## src/rtl/axil_rdata_channel_if.sv

```systemverilog
// Signal bundle between the AXI4-Lite read-data channel, the read-address
// block that feeds it, the memory array and the AXI master.
//
// Handshake semantics: a transfer on a VALID/READY (or VALID/TAKEN) pair
// happens in a cycle where both are high at the rising clock edge; once the
// source raises VALID it keeps VALID and its payload stable until that
// cycle. RRESPREADY and MEMRDEN are one-cycle strobes with no back-pressure.
interface axil_rdata_channel_if #(
    parameter int ADDR_WIDTH = 5,
    parameter int DATA_WIDTH = 32
);
    // read-address block side
    logic                  ADDRVALID;
    logic [ADDR_WIDTH-1:0] ADDRIN;
    logic                  ADDRTAKEN;
    // memory side
    logic                  MEMRDEN;
    logic [ADDR_WIDTH-1:0] MEMADDR;
    logic [DATA_WIDTH-1:0] MEMRDATA;
    logic                  MEMRVALID;
    logic                  MEMRERR;
    // AXI master side
    logic                  RVALID;
    logic [DATA_WIDTH-1:0] RDATA;
    logic [1:0]            RRESP;
    logic                  RREADY;
    // completion report to the read-address block
    logic                  RRESPREADY;
    logic [1:0]            RSTATUS;
    // FSM state for observation (0 IDLE, 1 FETCH, 2 RESP)
    logic [1:0]            DBGSTATE;

    modport slave (
        input  ADDRVALID, ADDRIN, MEMRDATA, MEMRVALID, MEMRERR, RREADY,
        output ADDRTAKEN, MEMRDEN, MEMADDR, RVALID, RDATA, RRESP,
               RRESPREADY, RSTATUS, DBGSTATE
    );

    modport master (
        output ADDRVALID, ADDRIN, MEMRDATA, MEMRVALID, MEMRERR, RREADY,
        input  ADDRTAKEN, MEMRDEN, MEMADDR, RVALID, RDATA, RRESP,
               RRESPREADY, RSTATUS, DBGSTATE
    );
endinterface

```

## src/rtl/axil_rdata_channel.sv

```systemverilog
// AXI4-Lite slave read-data channel: takes a captured read address, fetches
// the word from memory (with a bounded wait) and returns RDATA/RRESP to the
// master, then pulses a completion status back to the read-address block.
module axil_rdata_channel #(
    parameter int ADDR_WIDTH = 5,
    parameter int DATA_WIDTH = 32,
    parameter int MEM_DEPTH  = 32,
    parameter int TIMEOUT    = 16
) (
    input logic                 clk,
    input logic                 resetn,
    axil_rdata_channel_if.slave bus
);

    localparam logic [1:0] RESP_OKAY   = 2'b00;
    localparam logic [1:0] RESP_SLVERR = 2'b10;
    localparam logic [1:0] RESP_DECERR = 2'b11;

    // Counter has one spare bit so it can hold TIMEOUT-1 for any TIMEOUT.
    localparam int CW = $clog2(TIMEOUT) + 1;
    localparam logic [CW-1:0] LP_CNT_LAST = CW'(TIMEOUT - 1);
    // One extra bit lets MEM_DEPTH == 2**ADDR_WIDTH be represented.
    localparam logic [ADDR_WIDTH:0] LP_DEPTH = (ADDR_WIDTH + 1)'(MEM_DEPTH);

    typedef enum logic [1:0] {
        S_IDLE  = 2'd0,
        S_FETCH = 2'd1,
        S_RESP  = 2'd2
    } state_t;

    state_t                r_state;
    logic [CW-1:0]         r_cnt;
    logic                  r_memrden;
    logic [ADDR_WIDTH-1:0] r_memaddr;
    logic                  r_rvalid;
    logic [DATA_WIDTH-1:0] r_rdata;
    logic [1:0]            r_rresp;
    logic                  r_rrespready;
    logic [1:0]            r_rstatus;

    logic                  w_addr_oor;

    // Addresses past the populated word range decode-error without touching memory.
    always_comb w_addr_oor = ({1'b0, bus.ADDRIN} >= LP_DEPTH);

    // Address is taken only while idle, and never while reset is held.
    always_comb bus.ADDRTAKEN = resetn && (r_state == S_IDLE) && bus.ADDRVALID;

    // Drive the registered outputs onto the bundle.
    always_comb begin
        bus.MEMRDEN    = r_memrden;
        bus.MEMADDR    = r_memaddr;
        bus.RVALID     = r_rvalid;
        bus.RDATA      = r_rdata;
        bus.RRESP      = r_rresp;
        bus.RRESPREADY = r_rrespready;
        bus.RSTATUS    = r_rstatus;
        bus.DBGSTATE   = r_state;
    end

    // Transfer FSM: IDLE -> (FETCH ->) RESP -> IDLE, all outputs registered.
    always_ff @(posedge clk or negedge resetn) begin
        if (!resetn) begin
            r_state      <= S_IDLE;
            r_cnt        <= '0;
            r_memrden    <= 1'b0;
            r_memaddr    <= '0;
            r_rvalid     <= 1'b0;
            r_rdata      <= '0;
            r_rresp      <= RESP_OKAY;
            r_rrespready <= 1'b0;
            r_rstatus    <= RESP_OKAY;
        end else begin
            r_memrden    <= 1'b0;
            r_rrespready <= 1'b0;
            case (r_state)
                S_IDLE: begin
                    if (bus.ADDRVALID) begin
                        r_memaddr <= bus.ADDRIN;
                        if (w_addr_oor) begin
                            r_rdata  <= '0;
                            r_rresp  <= RESP_DECERR;
                            r_rvalid <= 1'b1;
                            r_state  <= S_RESP;
                        end else begin
                            r_memrden <= 1'b1;
                            r_cnt     <= '0;
                            r_state   <= S_FETCH;
                        end
                    end
                end
                S_FETCH: begin
                    // Data arriving on the final wait cycle still wins over the timeout.
                    if (bus.MEMRVALID) begin
                        r_rdata  <= bus.MEMRDATA;
                        r_rresp  <= bus.MEMRERR ? RESP_SLVERR : RESP_OKAY;
                        r_rvalid <= 1'b1;
                        r_state  <= S_RESP;
                    end else if (r_cnt == LP_CNT_LAST) begin
                        r_rdata  <= '0;
                        r_rresp  <= RESP_SLVERR;
                        r_rvalid <= 1'b1;
                        r_state  <= S_RESP;
                    end else begin
                        r_cnt <= r_cnt + CW'(1);
                    end
                end
                S_RESP: begin
                    if (bus.RREADY) begin
                        r_rvalid     <= 1'b0;
                        r_rrespready <= 1'b1;
                        r_rstatus    <= r_rresp;
                        r_state      <= S_IDLE;
                    end
                end
                default: r_state <= S_IDLE;
            endcase
        end
    end

endmodule
```

## src/flat_wrapper.sv

```systemverilog
// flat-port wrapper written by rule: the top's interface ports become plain ports
module axil_rdata_channel_flat 
#(
    parameter int ADDR_WIDTH = 5,
    parameter int DATA_WIDTH = 32,
    parameter int MEM_DEPTH  = 32,
    parameter int TIMEOUT    = 16
)
  (clk, resetn, bus_ADDRVALID, bus_ADDRIN, bus_MEMRDATA, bus_MEMRVALID, bus_MEMRERR, bus_RREADY, bus_ADDRTAKEN, bus_MEMRDEN, bus_MEMADDR, bus_RVALID, bus_RDATA, bus_RRESP, bus_RRESPREADY, bus_RSTATUS, bus_DBGSTATE);
  axil_rdata_channel_if #(.ADDR_WIDTH(ADDR_WIDTH), .DATA_WIDTH(DATA_WIDTH)) bus_i ();
  input logic clk;
  input logic resetn;
  input wire logic [$bits(bus_i.ADDRVALID)-1:0] bus_ADDRVALID;
  input wire logic [$bits(bus_i.ADDRIN)-1:0] bus_ADDRIN;
  input wire logic [$bits(bus_i.MEMRDATA)-1:0] bus_MEMRDATA;
  input wire logic [$bits(bus_i.MEMRVALID)-1:0] bus_MEMRVALID;
  input wire logic [$bits(bus_i.MEMRERR)-1:0] bus_MEMRERR;
  input wire logic [$bits(bus_i.RREADY)-1:0] bus_RREADY;
  output wire logic [$bits(bus_i.ADDRTAKEN)-1:0] bus_ADDRTAKEN;
  output wire logic [$bits(bus_i.MEMRDEN)-1:0] bus_MEMRDEN;
  output wire logic [$bits(bus_i.MEMADDR)-1:0] bus_MEMADDR;
  output wire logic [$bits(bus_i.RVALID)-1:0] bus_RVALID;
  output wire logic [$bits(bus_i.RDATA)-1:0] bus_RDATA;
  output wire logic [$bits(bus_i.RRESP)-1:0] bus_RRESP;
  output wire logic [$bits(bus_i.RRESPREADY)-1:0] bus_RRESPREADY;
  output wire logic [$bits(bus_i.RSTATUS)-1:0] bus_RSTATUS;
  output wire logic [$bits(bus_i.DBGSTATE)-1:0] bus_DBGSTATE;
  assign bus_i.ADDRVALID = bus_ADDRVALID;
  assign bus_i.ADDRIN = bus_ADDRIN;
  assign bus_i.MEMRDATA = bus_MEMRDATA;
  assign bus_i.MEMRVALID = bus_MEMRVALID;
  assign bus_i.MEMRERR = bus_MEMRERR;
  assign bus_i.RREADY = bus_RREADY;
  assign bus_ADDRTAKEN = bus_i.ADDRTAKEN;
  assign bus_MEMRDEN = bus_i.MEMRDEN;
  assign bus_MEMADDR = bus_i.MEMADDR;
  assign bus_RVALID = bus_i.RVALID;
  assign bus_RDATA = bus_i.RDATA;
  assign bus_RRESP = bus_i.RRESP;
  assign bus_RRESPREADY = bus_i.RRESPREADY;
  assign bus_RSTATUS = bus_i.RSTATUS;
  assign bus_DBGSTATE = bus_i.DBGSTATE;
  axil_rdata_channel #(.ADDR_WIDTH(ADDR_WIDTH), .DATA_WIDTH(DATA_WIDTH), .MEM_DEPTH(MEM_DEPTH), .TIMEOUT(TIMEOUT)) u_core (.clk(clk), .resetn(resetn), .bus(bus_i));
endmodule
```

## config.mk

```make
export PLATFORM = sky130hd
export DESIGN_NAME = axil_rdata_channel_flat
export DESIGN_NICKNAME = d
export VERILOG_FILES = /design/src/rtl/axil_rdata_channel_if.sv /design/src/rtl/axil_rdata_channel.sv /design/src/flat_wrapper.sv
export SDC_FILE = /design/constraint.sdc
export NUM_CORES = 1
export LEC_CHECK = 0
export BUFFER_PORTS_ARGS = -buffer_cell sky130_fd_sc_hd__buf_2
export CORE_MARGIN = 2
export CORE_UTILIZATION = 46
export CTS_CLUSTER_DIAMETER = 120
export DETAILED_ROUTE_END_ITERATION = 7
export PLACE_DENSITY = 0.78
export SYNTH_ARGS = -nofsm -noshare
export SYNTH_HDL_FRONTEND = slang
export SYNTH_SLANG_ARGS = --single-unit
```

## constraint.sdc

```tcl
create_clock -name clk -period 2.6 [get_ports clk]
set_clock_uncertainty 0.2 [all_clocks]
set_input_delay 0.26 -clock clk [delete_from_list [all_inputs] [get_ports clk]]
set_output_delay 0.26 -clock clk [all_outputs]
set_load 0.02 [all_outputs]
```

; ---- After elaboration in Yosys (flattened, before gate mapping)
; Cells that the tools add are included.
[classes]
addsub = 1
n_eq_ne = 8
n_mux = 21
n_reduce_logical = 12
[op_table]
columns = operator, n
row1 = $mux W32, 2
row2 = $mux W5, 3
row3 = $mux W2, 6
row4 = $pmux W5 S2, 1
row5 = $ne A2 B2 Y1 const B, 4
row6 = $mux W1, 7
row7 = $pmux W2 S3, 1
row8 = $reduce_and A2 Y1, 3
row9 = $reduce_and A3 Y1, 2
row10 = $reduce_bool A2 Y1, 3
row11 = $add A5 B1 Y5 const B, 1
row12 = $eq A5 B4 Y1 const B, 1
row13 = $reduce_and A4 Y1, 1
row14 = $ne A3 B2 Y1 const B, 1
row15 = $eq A2 B1 Y1 const B, 1
row16 = $eq A2 B2 Y1 const B, 1
row17 = $logic_and A1 B1 Y1, 2
row18 = $logic_not A2 Y1, 1
row19 = $pmux W1 S2, 1
[totals]
ff_bits = 51
out_inout_bits = 47

; ---- Logic depth before layout (Yosys ltp)
; Gate-level depths: netlist (run 1).
[logic_depth]
word_depth = 4
mapped_depth = 8

; ---- Worst setup path after synthesis (run 1)
; No wires, ideal clock.
[synth_path]
kind = register -> register
startpoint = register u_core.r_cnt[0]
endpoint = register u_core.r_cnt[1]
arrival_time_ps = 1747
slack_ps = 532
path_stages_with_launch = 8
n_path_buf = 1
cell_sequence = dfrtp_1 ha_1 and3_1 ha_1 or2_1 buf_6 a22o_1 a22o_1
[synth_between]
elab_chain_cells = 4
elab_cells_between_ends = 7
classes_between = add/sub: 1 / eq/ne: 2 / mux: 3 / reduce/logical: 1
[synth_rtl]
columns = item, line
row1 = "start, declared", axil_rdata_channel.sv:32  ; logic [CW-1:0] r_cnt;
row2 = "start signal, assigned", axil_rdata_channel.sv:105  ; r_cnt <= r_cnt + CW'(1);
row3 = $add A5 B1 Y5, axil_rdata_channel.sv:105
row4 = $mux W5, axil_rdata_channel.sv:99  ; end else if (r_cnt == LP_CNT_LAST) begin
row5 = $mux W5, axil_rdata_channel.sv:94  ; if (bus.MEMRVALID) begin
row6 = $pmux W5 S2, axil_rdata_channel.sv:76  ; case (r_state)
; Parallel ways exist; a longest one is shown, timed or not. The select of a mux whose other input is x is not followed.
; A chain may end at the register's enable or synchronous reset.

; ---- Worst setup path after layout (run 1)
[layout_path]
startpoint = register u_core.r_cnt[0]
endpoint = register u_core.r_rdata[26] (netlist: u_core.bus.RDATA[26])
[layout_between]
elab_chain_cells = 3
[layout_rtl]
columns = item, line
row1 = $eq A5 B4 Y1, axil_rdata_channel.sv:99
row2 = $reduce_bool A2 Y1 (no source line), n/a
row3 = $reduce_and A2 Y1 (no source line), n/a
row4 = "end signal, assigned", axil_rdata_channel.sv:95  ; r_rdata <= bus.MEMRDATA;
row5 = "end, declared", axil_rdata_channel.sv:36  ; logic [DATA_WIDTH-1:0] r_rdata;
; Every way passes these cells.

==> impl_metrics.py, run 1 <==
metrics = {
    "outcome": {
        "status": "completed",
    },
    "critical_path": {
        "path_class": "reg2reg",
        "critPathLaunchType": "flop",
        "r2r_cells": 7,
        "timing.rr.end": "u_core.bus.RDATA[26]$_DFFE_PN0P_",
        "cp-end-kind": "flop",
        "crit_fanout": 19,
        "r2r_setup_slack_ns": 0.30,
        "r2r-start": "u_core.r_cnt[0]$_DFFE_PN0P_",
        "crit_arrival_ns": 2.34,
        "crit_required_ns": 2.64,
    },
    "yosys": {
        "yosysTopAreaCellShare": 0.607,
        "synth-compound-area-share": 0.194,
        "yosysMostFrequentCell": "dfrtp_1",
        "syn_area_um2": 2020,
        "ys_types": 30,
        "syn-mean-instance-area_um2": 13.2,
        "synth_area_leader_cell": "dfrtp_1",
        "ys_seq_area_frac": 0.607,
        "synthSimpleGateAreaFrac": 0.0589,
        "synth_commonest_cells": "dfrtp_1 (49), a22o_1 (36), inv_1 (8)",
        "synth_xor_area_frac": 0,
        "synthAdderAreaFrac": 0.0434,
        "ys_top_cells_by_area": "dfrtp_1 (61%), a22o_1 (16%), ha_1 (4.3%)",
        "ys_seq_elements": 49,
        "synth_edf_count": 0,
        "synthArstFlopShare": 1.00,
        "synthMuxAreaShare": 0.0440,
        "synth_top_family_by_area": "compound AO/OA/AOI/OAI gates",
        "yosysWarnings": 0,
        "synthFlopType": "dfrtp_1",
        "synthCells": 153,
    },
    "clock_network": {
        "post_cts_resized": 0,
        "numClockSinks": 49,
        "numCtsBuffers": 5,
        "clock_latency_ns": 0.30,
        "clkTransAtPathRegs_ns": 0.09,
        "htree_levels": 2,
        "tritoncts": "yes",
        "clk_path_buf_depth": 2,
        "cts_root_buf": "clkbuf_8",
    },
    "sta": {
        "fmax_mhz": 434,
        "whs_ns": 0.0351,
        "period_minus_slack_ns": 2.30,
        "rsz0062_at_grt": "false",
        "relSlewSlack": 0.585,
        "finalHoldViolCount": 0,
        "report.final.slew_viol_count": 0,
        "worst_pin_slew_ns": 0.622,
        "period_share": 0.886,
        "finalSetupTns_ns": 0,
        "setup_viol": 0,
    },
    "min_path": {
        "hold-path-endpoint": "u_core.bus.RRESPREADY$_DFF_PN0_",
        "hp-class": "in2reg",
        "min_from": "bus_RREADY",
        "whs_path_depth": 2,
    },
    "global_routing": {
        "grt_pass1_vias": 1761,
        "grt.overflow.total": 0,
        "grt_first_pass_wirelength_um": 8510,
        "grt.total_usage": 0.216,
        "grt_max_degree": 50,
        "antenna_found_initial": 0,
    },
    "flow_run": {
        "drv_cap": 0,
    },
    "floorplanning": {
        "dieArea_um2": 4940,
        "ios": 90,
        "die_w_um": 70.3,
        "fp-row-count": 24,
        "coreArea_um2": 4290,
        "start_util": 0.470,
        "fp.dieH_um": 70.3,
    },
    "routing": {
        "wl_um": 5360,
        "drt-pass1-iter-count": 4,
        "routedWlPerCell_um": 16.1,
        "drtIter0Drc": 108,
        "vias": 1778,
        "vias_per_cell": 5.36,
        "drc": 0,
        "ant_nets": 0,
    },
    "finish": {
        "post-route-util": 0.691,
        "layout.nets": 329,
        "area_growth_pct": 46.9,
        "n_antenna_cell": 0,
        "drive_gt1_frac": 0.393,
    },
    "place": {
        "place_congestion": 0.756,
        "dpl.hpwl_um": 3160,
        "port-buffer-count": 87,
    },
    "pwr": {
        "p_leak_nw": 1.53,
        "ir_drop_mv": 0.585,
        "powerDensity_nw_per_um2": 1110,
    },
}
## final cells by class
class	count	area [um^2]
inverter	8	30.0
sequential	49	1230
clock inverter	3	21.3
fill	309	1330
multi-input combinational	86	694
timing repair buffer	129	861
clock buffer	5	68.8
tap	52	65.1
## layer usage
metal	vias to the layer above	part of all wire	track usage	routed length, um
li1	803	-	-	-
met1	864	0.43	0.280	2290
met2	96	0.47	0.352	2520
met3	15	0.080	0.0635	426
met4	0	0.023	0.0620	121
met5	-	0	0	0
## report_power, final
part           switching [mW]  leakage (nW)  internal (mW)
clock                   0.265        0.0445          0.191
combinational           0.896         0.870          0.656
sequential              0.191         0.612           1.09
total                    1.35          1.53           1.94
## cell usage in the layout, fill, tap and decap left out, drive strengths merged
cell         instances
a21oi                1
a221o                1
a221oi               1
a22o                36
a22oi                2
and2                 2
and2b                1
and3                 2
buf                 90
clkbuf               5
clkinv               1
clkinvlp             1
conb                 2
dfrtp               49
dlygate4sd3         39
ha                   7
inv                  9
mux2                 7
mux2i                1
nand2                8
nand3                2
nand4                1
nor2                 2
nor3                 1
o21ai                6
o21bai               1
or2                  1
or4b                 1
## sequential cells by signal (all words and copies together) (netlist names)
| register | flops |
|---|---|
| u_core.r_cnt | 5 |
| u_core.bus.RVALID | 1 |
| u_core.bus.MEMRDEN | 1 |
| u_core.bus.RDATA | 32 |
| u_core.bus.RRESP | 1 |
| u_core.bus.RRESPREADY | 1 |
| u_core.bus.RSTATUS | 1 |
| u_core.bus.MEMADDR | 5 |
| u_core.bus.DBGSTATE | 2 |
## stage by stage
step           instance area, um^2  cells  worst slack [ns]  total power, mW
3_5_place_dp                  2490    285             0.348             2.79
4_1_cts                       2970    332             0.292             3.30
5_1_grt                       2970    332             0.139             3.48
6_report                      2970    332             0.297             3.29
3_3_place_gp                  2490    285             0.406             2.75
2_1_floorplan                 2020    154             0.532             2.29
## worst max path at each step
stage / slack [ns] / cells after the start / end / from
floorplan: 0.53 / 7 / u_core.r_cnt[1]$_DFFE_PN0P_ / u_core.r_cnt[0]$_DFFE_PN0P_
global placement: 0.41 / 7 / u_core.bus.RDATA[25]$_DFFE_PN0P_ / u_core.r_cnt[0]$_DFFE_PN0P_
detailed placement: 0.35 / 7 / u_core.bus.RDATA[26]$_DFFE_PN0P_ / u_core.r_cnt[0]$_DFFE_PN0P_
CTS: 0.29 / 7 / u_core.bus.RDATA[26]$_DFFE_PN0P_ / u_core.r_cnt[0]$_DFFE_PN0P_
global route: 0.14 / 7 / u_core.bus.RDATA[30]$_DFFE_PN0P_ / u_core.r_cnt[1]$_DFFE_PN0P_
finish: 0.30 / 7 / u_core.bus.RDATA[26]$_DFFE_PN0P_ / u_core.r_cnt[0]$_DFFE_PN0P_
## cell families after synthesis
logic type      Yosys count
fa+ha+maj                 7
simple gates             21
other cells               1
buf+inv                  19
flops                    49
compound gates           48
mux                       8
## critical path, stage by stage (launching register included)
cell	delay, ns
dfrtp_1	0.42
ha_1	0.23
and3_1	0.19
ha_1	0.21
or2_1	0.31
nand2_2	0.31
buf_12	0.20
a22o_1	0.15
## timing repair
action	CTS	global route
buffers inserted	0	0
endpoints found under the hold margin	87	0
hold buffers	39	0
No activity file was read; power rests on OpenSTA's default activity.
==> inputs of run 2 (changes only) <==
Settings changed: RECOVER_POWER set to 25.
==> run 2 against run 1 <==
Critical path depth stayed put. Register-to-register slack about the same. Global-route usage did not move. Wire length down 0.13%. Highest routed layer unchanged. Count of clock-buffer cells in the layout did not move.
==> impl_metrics.py, run 2 (synthesized netlist as in run 1, its figures left out) <==
metrics = {
    "place": {
        "port-buffer-count": 87,
        "place_congestion": 0.756,
        "post-place-ws_ns": 0.348,
        "dpl.hpwl_um": 3160,
    },
    "routing": {
        "wl_met2_um": 2540,
        "drtIter0Drc": 98,
        "highest_layer": "met4",
        "dr_wl_met3_um": 388,
        "ant_nets": 0,
        "drc": 0,
        "vias_per_cell": 5.35,
        "drt-pass1-iter-count": 4,
        "drt-met1-wl_um": 2310,
        "routedWlPerCell_um": 16.1,
        "wl_um": 5350,
        "vias": 1777,
    },
    "clock_network": {
        "post_cts_resized": 0,
        "htree_levels": 2,
        "clk_path_buf_depth": 2,
        "cts_root_buf": "clkbuf_8",
        "numClockSinks": 49,
        "clkTransAtPathRegs_ns": 0.09,
        "clock_latency_ns": 0.30,
        "tritoncts": "yes",
        "numCtsBuffers": 5,
    },
    "critical_path": {
        "crit_arrival_ns": 2.34,
        "crit_fanout": 19,
        "path_class": "reg2reg",
        "critPathLaunchType": "flop",
        "crit_required_ns": 2.64,
        "cp-end-kind": "flop",
    },
    "global_routing": {
        "grt.total_usage": 0.216,
        "grt_pass1_vias": 1761,
        "grt.overflow.total": 0,
        "antenna_found_initial": 0,
        "grt_first_pass_wirelength_um": 8510,
        "grt_max_degree": 50,
    },
    "sta": {
        "finalSetupTns_ns": 0,
        "period_minus_slack_ns": 2.31,
        "relSlewSlack": 0.588,
        "setup_viol": 0,
        "period_share": 0.888,
        "setup_ws_ns": 0.292,
        "report.final.slew_viol_count": 0,
        "worst_pin_slew_ns": 0.618,
        "finalHoldViolCount": 0,
        "rsz0062_at_grt": "false",
        "fmax_mhz": 433,
    },
    "finish": {
        "layout.nets": 329,
        "fillers": 318,
        "drive_gt1_frac": 0.271,
        "area_growth_pct": 44.8,
        "largest_register_ffs": 32,
        "layout_commonest_cell": "buf_2",
        "n_antenna_cell": 0,
        "final_cell_mix": "buf_2 (53), dfrtp_1 (49), dlygate4sd3_1 (39)",
        "post-route-util": 0.681,
    },
    "floorplanning": {
        "fp-row-count": 24,
        "coreArea_um2": 4290,
        "dieArea_um2": 4940,
        "fp.dieH_um": 70.3,
        "die_w_um": 70.3,
        "ios": 90,
        "start_util": 0.470,
    },
    "pwr": {
        "ir_drop_mv": 0.563,
        "powerDensity_nw_per_um2": 1100,
        "p_leak_nw": 1.42,
    },
    "min_path": {
        "hp-class": "in2reg",
    },
    "flow_run": {
        "drv_cap": 0,
    },
    "outcome": {
        "status": "completed",
    },
}
-- run 2: changes by cell type in the layout (fill, tap and decap cells not counted), sizes merged --
cell and delta:
clkbuf +34, buf -34
-- run 2: where the power goes --
group          leakage, nW  total (mW)  switching, mW  internal, mW
combinational        0.760        1.48          0.895         0.587
sequential           0.612        1.29          0.199          1.09
clock               0.0445       0.454          0.263         0.191
total                 1.42        3.23           1.36          1.87
-- run 2: area by class of cell --
class	count	area (um^2)	share of cell area
Multi-Input combinational cell	86	694	0.237
Inverter	8	30.0	0.0103
Tap cell	52	65.1	0.0223
Sequential cell	49	1230	0.419
Clock buffer	5	68.8	0.0235
Clock inverter	3	21.3	0.00727
Timing Repair Buffer	129	818	0.280
-- run 2: worst max-delay path, stage by stage, from the launching register on --
cell     delay [ns]
dfrtp_1        0.42
ha_1           0.23
and3_1         0.19
ha_1           0.21
or2_1          0.31
nand2_2        0.32
buf_12         0.20
a22o_1         0.15
-- run 2: through the flow --
step / cell area [um^2] / total power [mW] / hold WS (ns) / instances
global route: 2920 / 3.42 / 0.0919 / 332
CTS: 2970 / 3.30 / 0.0306 / 332
finish: 2920 / 3.23 / 0.0573 / 332
floorplan: 2020 / 2.29 / -0.236 / 154
global placement: 2490 / 2.75 / 0.223 / 285
detailed placement: 2490 / 2.79 / 0.236 / 285
-- run 2: timing repair --
item / 4_1_cts / 5_1_grt
buffers inserted: 0 / 0
endpoints found under the hold margin: 87 / 0
hold buffers: 39 / 0
-- run 2: worst paths after layout --
| kind | endpoint | slack [ns] | start | depth (start not counted) |
|---|---|---|---|---|
| max | u_core.bus.RDATA[26]$_DFFE_PN0P_ | 0.29 | u_core.r_cnt[0]$_DFFE_PN0P_ | 7 |
| min | u_core.bus.RRESPREADY$_DFF_PN0_ | 0.06 | bus_RREADY | 2 |
| max reg2reg | u_core.bus.RDATA[26]$_DFFE_PN0P_ | 0.29 | u_core.r_cnt[0]$_DFFE_PN0P_ | 7 |
| min reg2reg | u_core.bus.RVALID$_DFFE_PN0P_ | 0.31 | u_core.bus.RVALID$_DFFE_PN0P_ | 2 |
| max in group asynchronous | u_core.bus.RDATA[30]$_DFFE_PN0P_ | 1.33 | resetn | 3 |
| min in group asynchronous | u_core.bus.RDATA[31]$_DFFE_PN0P_ | 0.45 | resetn | 3 |
-- run 2: layer usage --
layer | vias up | global-route usage
met5 | - | 0
met4 | 0 | 0.0620
met3 | 9 | 0.0635
met2 | 77 | 0.352
met1 | 886 | 0.280
li1 | 805 | -
==> inputs of run 3 (changes only) <==
Settings changed: SETUP_SLACK_MARGIN set to 0.5.
==> run 3 against run 2 <==
Critical path depth stayed put. Via count rose by 1.2%. Total power is 1.9% higher. Count of clock-buffer cells in the layout stayed put. Utilization is 1.5 points higher. Critical path type unchanged. Critical endpoint is now u_core.r_cnt[3]$_DFFE_PN0P_. Largest cell class unchanged. Largest power group unchanged.
==> impl_metrics.py, run 3 (synthesized netlist as in run 1, its figures left out) <==
metrics = {
    "finish": {
        "area_growth_pct": 48.0,
        "n_antenna_cell": 0,
        "layout_commonest_cell": "buf_2",
        "drive_gt1_frac": 0.298,
        "final_cell_mix": "buf_2 (53), dfrtp_1 (49), dlygate4sd3_1 (39)",
        "post-route-util": 0.696,
        "layout.nets": 334,
        "largest_register_ffs": 32,
    },
    "routing": {
        "drtIter0Drc": 112,
        "routedWlPerCell_um": 16.2,
        "drt-pass1-iter-count": 4,
        "drc": 0,
        "ant_nets": 0,
        "vias_per_cell": 5.34,
        "vias": 1799,
        "wl_um": 5440,
    },
    "global_routing": {
        "grt.overflow.total": 0,
        "antenna_found_initial": 0,
        "grt_pass1_vias": 1791,
        "grt_first_pass_wirelength_um": 8630,
        "grt.total_usage": 0.219,
        "grt_max_degree": 50,
    },
    "critical_path": {
        "crit_arrival_ns": 2.12,
        "path_common_cell": "ha_2",
        "path_class": "reg2reg",
        "cp_num_buf_inv": 0,
        "cp-end-kind": "flop",
        "cpPeakStageDelay_ns": 0.48,
        "critPathLaunchType": "flop",
        "r2r_setup_slack_ns": 0.53,
        "crit_required_ns": 2.65,
        "cp-endpoint": "u_core.r_cnt[3]$_DFFE_PN0P_",
        "critical-path-top-delay-family": "simple AND/OR/NAND/NOR gates",
        "crit_fanout": 3,
        "crit_slowest_cell": "or4b_1",
        "critical_path.cell_chain": "ha_2 -> and3_1 -> ha_2 -> nor2_2 -> nand4_1 -> or4b_1 -> nand3_1",
        "path_depth": 7,
        "cp-startpoint": "u_core.r_cnt[0]$_DFFE_PN0P_",
        "r2r_cells": 7,
        "timing.rr.end": "u_core.r_cnt[3]$_DFFE_PN0P_",
        "r2r-start": "u_core.r_cnt[0]$_DFFE_PN0P_",
    },
    "floorplanning": {
        "coreArea_um2": 4290,
        "fp-row-count": 24,
        "ios": 90,
        "dieArea_um2": 4940,
        "fp.dieH_um": 70.3,
        "die_w_um": 70.3,
        "start_util": 0.470,
    },
    "clock_network": {
        "cts_root_buf": "clkbuf_8",
        "clkTransAtPathRegs_ns": 0.09,
        "numClockSinks": 49,
        "clock_latency_ns": 0.30,
        "clk_path_buf_depth": 2,
        "numCtsBuffers": 5,
        "htree_levels": 2,
        "tritoncts": "yes",
    },
    "sta": {
        "rsz0062_at_grt": "true",
        "setup_ws_ns": 0.530,
        "period_share": 0.796,
        "finalSetupTns_ns": 0,
        "setup_viol": 0,
        "finalHoldViolCount": 0,
        "period_minus_slack_ns": 2.07,
        "fmax_mhz": 483,
        "worst_pin_slew_ns": 0.608,
        "report.final.slew_viol_count": 0,
        "relSlewSlack": 0.595,
    },
    "pwr": {
        "p_comb_frac": 0.470,
        "powerDensity_nw_per_um2": 1100,
        "seqPwrFrac": 0.392,
        "p_int_mw": 1.91,
        "p_sw_frac": 0.418,
        "p_sw_mw": 1.38,
        "ir_drop_mv": 0.564,
        "p_clk_frac": 0.138,
        "p_leak_nw": 1.45,
    },
    "flow_run": {
        "drv_cap": 0,
    },
    "outcome": {
        "status": "completed",
    },
    "place": {
        "post-place-ws_ns": 0.348,
        "port-buffer-count": 87,
        "dpl.hpwl_um": 3160,
        "place_congestion": 0.756,
    },
    "min_path": {
        "hp-class": "in2reg",
    },
}
-- run 3: power groups by stage --
stage | Combinational [mW] | Clock (mW) | Sequential (mW)
6_report | 1.54 | 0.454 | 1.29
5_1_grt | 1.66 | 0.497 | 1.32
4_1_cts | 1.61 | 0.469 | 1.27
3_5_place_dp | 1.51 | 0 | 1.29
3_3_place_gp | 1.47 | 0 | 1.28
2_1_floorplan | 0.618 | 0 | 1.67
-- run 3: area by class of cell --
| type | instances | area (um^2) |
|---|---|---|
| fillers | 312 | 1310 |
| clock buffers | 5 | 68.8 |
| multi-input cells | 86 | 709 |
| well taps | 52 | 65.1 |
| clock inverters | 3 | 21.3 |
| repair buffers | 134 | 868 |
| flip-flops and latches | 49 | 1230 |
| inverters | 8 | 30.0 |
-- run 3: how the worst min path moves through the flow --
stage / startpoint / endpoint / slack, ns / cells after the start
floorplan: resetn / u_core.bus.DBGSTATE[0]$_DFFE_PN0P_ / -0.24 / 0
global placement: resetn / u_core.bus.RDATA[31]$_DFFE_PN0P_ / 0.22 / 2
detailed placement: resetn / u_core.r_cnt[4]$_DFFE_PN0P_ / 0.24 / 2
CTS: bus_RREADY / u_core.bus.RRESPREADY$_DFF_PN0_ / 0.03 / 2
global route: bus_RREADY / u_core.bus.RRESPREADY$_DFF_PN0_ / 0.09 / 2
finish: bus_RREADY / u_core.bus.RRESPREADY$_DFF_PN0_ / 0.06 / 2
-- run 3: per-layer routing --
| layer | global-route usage | wire [um] |
|---|---|---|
| met1 | 0.284 | 2310 |
| met2 | 0.358 | 2620 |
| met3 | 0.0635 | 406 |
| met4 | 0.0620 | 104 |
| met5 | 0 | 0 |
-- run 3: through the flow --
step	cells	power (mW)	hold WS, ns	instance area (um^2)
2_1_floorplan	154	2.29	-0.236	2020
3_3_place_gp	285	2.75	0.223	2490
3_5_place_dp	285	2.79	0.236	2490
4_1_cts	336	3.34	0.0306	3020
5_1_grt	337	3.48	0.0919	2990
6_report	337	3.29	0.0623	2990
-- run 3: repair_timing --
action	in CTS	in global routing
pin swaps	1	0
endpoints found under the hold margin	87	0
hold buffers	39	0
resized for setup	3	2
setup buffers	4	1
setup endpoints to repair	37	38
